[src/rtl/txrx_pkg.sv]
// Shared constants for the txrx channel: default data width and transfer counter width.
package txrx_pkg;
    localparam int TXRX_WIDTH = 8;
    localparam int TXRX_CNT_W = 16;
endpackage

[src/rtl/txrx_channel_rx_stage.sv]
// RX side of the txrx channel: READY generation, capture register and new-data pulse.
module txrx_rx_stage
    import txrx_pkg::*;
#(
    parameter int WIDTH = TXRX_WIDTH
) (
    input  logic             ACLK,
    input  logic             ARESET,
    input  logic             i_valid,
    input  logic [WIDTH-1:0] i_xdata,
    input  logic             rx_hold,
    output logic             READY,
    output logic [WIDTH-1:0] rx_data,
    output logic             rx_new_data,
    output logic             o_hs
);
    logic [WIDTH-1:0] r_rx_data;
    logic             r_new;

    // READY drops with reset so no handshake is seen while the channel is held clear
    assign READY       = ~rx_hold & ~ARESET;
    assign o_hs        = i_valid & READY;
    assign rx_data     = r_rx_data;
    assign rx_new_data = r_new;

    always_ff @(posedge ACLK or posedge ARESET) begin
        if (ARESET) begin
            r_rx_data <= '0;
            r_new     <= 1'b0;
        end else begin
            r_new <= o_hs;
            if (o_hs)
                r_rx_data <= i_xdata;
        end
    end
endmodule

[src/rtl/txrx_channel.sv]
// Valid/ready TX->RX channel with a single-register TX stage.
// Optional handshake counter enabled by defining TXRX_XFER_COUNT_EN.
module txrx_channel
    import txrx_pkg::*;
#(
    parameter int WIDTH = TXRX_WIDTH
) (
    input  logic                  ACLK,
    input  logic                  ARESET,
    input  logic                  tx_en,
    input  logic [WIDTH-1:0]      tx_data,
    output logic                  tx_hold,
    output logic                  VALID,
    output logic [WIDTH-1:0]      xDATA,
    output logic                  READY,
    input  logic                  rx_hold,
    output logic [WIDTH-1:0]      rx_data,
    output logic                  rx_new_data,
    output logic [TXRX_CNT_W-1:0] xfer_count
);
    logic             r_valid;
    logic [WIDTH-1:0] r_xdata;
    logic             w_hs;

    assign VALID   = r_valid;
    assign xDATA   = r_xdata;
    assign tx_hold = r_valid & ~READY;

    // The register only reloads when empty or draining, so a held word is never lost
    always_ff @(posedge ACLK or posedge ARESET) begin
        if (ARESET) begin
            r_valid <= 1'b0;
            r_xdata <= '0;
        end else if (!r_valid || w_hs) begin
            r_valid <= tx_en;
            if (tx_en)
                r_xdata <= tx_data;
        end
    end

    txrx_rx_stage #(.WIDTH(WIDTH)) u_rx (
        .ACLK        (ACLK),
        .ARESET      (ARESET),
        .i_valid     (r_valid),
        .i_xdata     (r_xdata),
        .rx_hold     (rx_hold),
        .READY       (READY),
        .rx_data     (rx_data),
        .rx_new_data (rx_new_data),
        .o_hs        (w_hs)
    );

`ifdef TXRX_XFER_COUNT_EN
    logic [TXRX_CNT_W-1:0] r_count;

    always_ff @(posedge ACLK or posedge ARESET) begin
        if (ARESET)
            r_count <= '0;
        else if (w_hs)
            r_count <= r_count + 1'b1;
    end

    assign xfer_count = r_count;
`else
    assign xfer_count = '0;
`endif
endmodule

[config.mk]
export PLATFORM = sky130hd
export DESIGN_NAME = txrx_channel
export DESIGN_NICKNAME = d
export VERILOG_FILES = /design/src/rtl/txrx_pkg.sv /design/src/rtl/txrx_channel_rx_stage.sv /design/src/rtl/txrx_channel.sv
export SDC_FILE = /design/constraint.sdc
export NUM_CORES = 1
export LEC_CHECK = 0
export BUFFER_PORTS_ARGS = -buffer_cell sky130_fd_sc_hd__buf_4
export CORE_ASPECT_RATIO = 0.8
export CORE_MARGIN = 2
export CORE_UTILIZATION = 45
export DETAILED_ROUTE_END_ITERATION = 16
export PLACE_DENSITY = 0.78
export SYNTH_ARGS = -nofsm -noshare
export SYNTH_HDL_FRONTEND = slang
export SYNTH_SLANG_ARGS = --single-unit
[constraint.sdc]
create_clock -name ACLK -period 1.5 [get_ports ACLK]
set_input_delay 0 -clock ACLK [delete_from_list [all_inputs] [get_ports ACLK]]
set_output_delay 0 -clock ACLK [all_outputs]
set_load 0.01 [all_outputs]
==> key figures <==
Run status
  • Outcome: finished, final reports clean

Clocking
  • Root Buffer: clkbuf_4
  • CTS tree: yes
  • Clock sink total: 18
  • Worst-path clk slew: 0.10 ns
  • TritonCTS buffer count: 3
  • Postcts setup bufs: 0
  • H-Tree Depth: 1
  • Clock Tree Buf Depth: 2
  • Clk_lat worst skew: ~0.29 ns

Logic synthesis
  • Synth area leaders: dfrtp_1 44%, buf_4 12%, mux2_4 12%
  • Post-Synthesis Cells: 86
  • Top FF cell, synth: dfrtp_1
  • Synthesized flop and latch total: 18
  • Ys Warns: 0
  • Mean Syn Cell Area: approximately 12 um2
  • EDFF count, synth: 0
  • Most frequent cell after synthesis: dfrtp_1
  • Yosys top cell by area: dfrtp_1
  • Distinct cell type count after synthesis: 15
  • Yosys top cell area share: between 40% and 50%
  • Cell Area, Synth: 0.001027 mm2
  • Top cells by count, synth: 18 x dfrtp_1, 16 x buf_4
  • Ys async rst share: 100.0%
  • Post-synthesis sequential area ratio: between 40% and 50%

STA
  • Final Hold Vio Count: 0
  • Tcrit/Tclk final: about 85%
  • Setup TNS: 0 ns
  • Worst-margin pin slew: roughly 0.67 ns
  • Unrepaired setup endpoints after global routing: no
  • Worst hold margin: about 0.025 ns
  • Max Transition Viols Final: 0
  • Final setup viols: 0
  • Minimum clock period: approximately 1.3 ns
  • Highest clock rate: around 780 MHz
  • Slew margin rel.: ~55%
  • Worst Skew: 0.002646 ns

Cells and area
  • Nets: 139
  • Util after Layout: between 60% and 70%
  • Diode count: 0
  • # fillers: between 150 and 200
  • Syn-to-layout area delta: 28.99%
  • Fin cells: between 150 and 200
  • Layout cells sized above 1: between 40 and 50%

Critical path
  • Crit path DAT: between 1 and 1.5 ns
  • Critical path class: reg2out
  • CP Capture Type: output pin
  • CP Data Required Time: roughly 1.5 ns
  • Startpoint types: register
  • Reg-to-reg setup timing slack: around 0.23 ns
  • CP max FO: 10

GRT
  • Largest net degree at the start of global routing: 19
  • GRT Total Usage: between 10% and 20%
  • Total gr overflow: 0
  • Number of global-route vias before repair: roughly 650
  • First-pass GRT wire length: around 3000 um
  • Initial antenna violation count: 0

Die
  • Core area: about 0.0022 mm2
  • Chip Width: approximately 57 um
  • Total Die Area: 0.002683 mm2
  • Die Y: 46.74 um
  • Effective utilization at floorplan: a little under half
  • Site row count: 15
  • Num ports: 48

Min path
  • Min-delay worst type: in2reg

Route
  • DRT Wirelength: 1927 um
  • Wire length per cell: approximately 13 um
  • Drt first pass iters: 4
  • DRC: 0
  • Iter 0 DRT Violations: 6
  • Via count: between 700 and 800
  • Post-DRT Antenna Nets: 0
  • Via density: between 4 and 5

Placed design
  • Placed cells: roughly 140
  • PortBufs: 31
  • RePlAce Congestion: 0.6530
  • HPWL after DPL: about 1400 um

Power and ir drop
  • VDD IR max: ~830 uV
  • Pwr Total: 1.629 mW
  • Leakage: 0.6371 nW
  • Pwr/cell area: between 1000 and 1500 mW/mm2

Job
  • Max-cap violations: 0
[flip-flops by register name (all words and copies together), names as in the netlist]
signal            cells
VALID                 1
xDATA                 8
u_rx.rx_data          8
u_rx.rx_new_data      1
[report_power, final]
group	switching (mW)	total [mW]	leakage, nW	internal (mW)
registers	0.112	0.724	0.205	0.612
logic	0.244	0.606	0.411	0.363
clock network	0.151	0.299	0.0210	0.148
total	0.507	1.63	0.637	1.12
[cell usage in the layout, fill, tap and decap left out, types with 3 or more instances in the layout]
cell type	count
conb_1	16
dlygate4sd3_1	9
o211ai_2	8
nand2_1	8
clkbuf_4	3
dfrtp_1	18
buf_4	34
mux2_4	8
nand2b_1	8
o211ai_1	8
[worst max-delay path: stages (launching register included)]
cell     delay, ns
dfrtp_1       0.46
o21a_2        0.35
buf_4         0.18
[layer usage]
| metal | up-vias | share of wire, % | GRT usage [%] |
|---|---|---|---|
| met5 | - | 0 | 0 |
| met4 | 0 | 0 | 4.186 |
| met3 | 0 | 7.3 | 5.510 |
| met2 | 31 | 46 | 26.14 |
| met1 | 344 | 46 | 19.51 |
| li1 | 343 | - | - |
[stage by stage]
step | setup WS [ns] | instance area (um2)
after floorplan | 0.2155 | 1084
after detailed placement | 0.2394 | 1197
after global placement | 0.2810 | 1197
final | 0.2178 | 1325
after global routing | 0.1322 | 1325
after CTS | 0.003386 | 1324
[what timing repair did]
item	CTS	global route
hold endpoints to repair	26	0
gates resized for setup	0	1
endpoints found under the setup margin	0	1
hold buffers	9	0
[cell families (layout without fill, tap and decap cells)]
kind of cell | after synthesis | count (layout) | synth area share [%]
compound gates | 17 | 17 | 16.32
buf+inv | 23 | 48 | 17.17
flops | 18 | 18 | 43.85
mux | 8 | 8 | 11.69
other cells | 1 | 16 | 0.3651
simple gates | 19 | 19 | 10.60
[worst paths after layout]
check                                 from              end  cells past startpoint
setup / recovery                     VALID          tx_hold                      2
hold / removal                       tx_en            VALID                      2
setup reg to reg                     VALID  u_rx.rx_data[2]                      3
hold reg to reg            u_rx.rx_data[1]  u_rx.rx_data[1]                      1
max in group asynchronous           ARESET  u_rx.rx_data[2]                      3
min in group asynchronous           ARESET  u_rx.rx_data[7]                      3
[cell type report]
class / instances / area (um2) / share of cell area, %
Inverter: 1 / 3.754 / 0.2833
Timing Repair Buffer: 43 / 345.3 / 26.06
Sequential cell: 18 / 450.4 / 33.99
Clock buffer: 4 / 36.28 / 2.738
Multi-Input combinational cell: 60 / 457.9 / 34.56
Tap cell: 25 / 31.28 / 2.361
(Power assumes the default switching activity.)
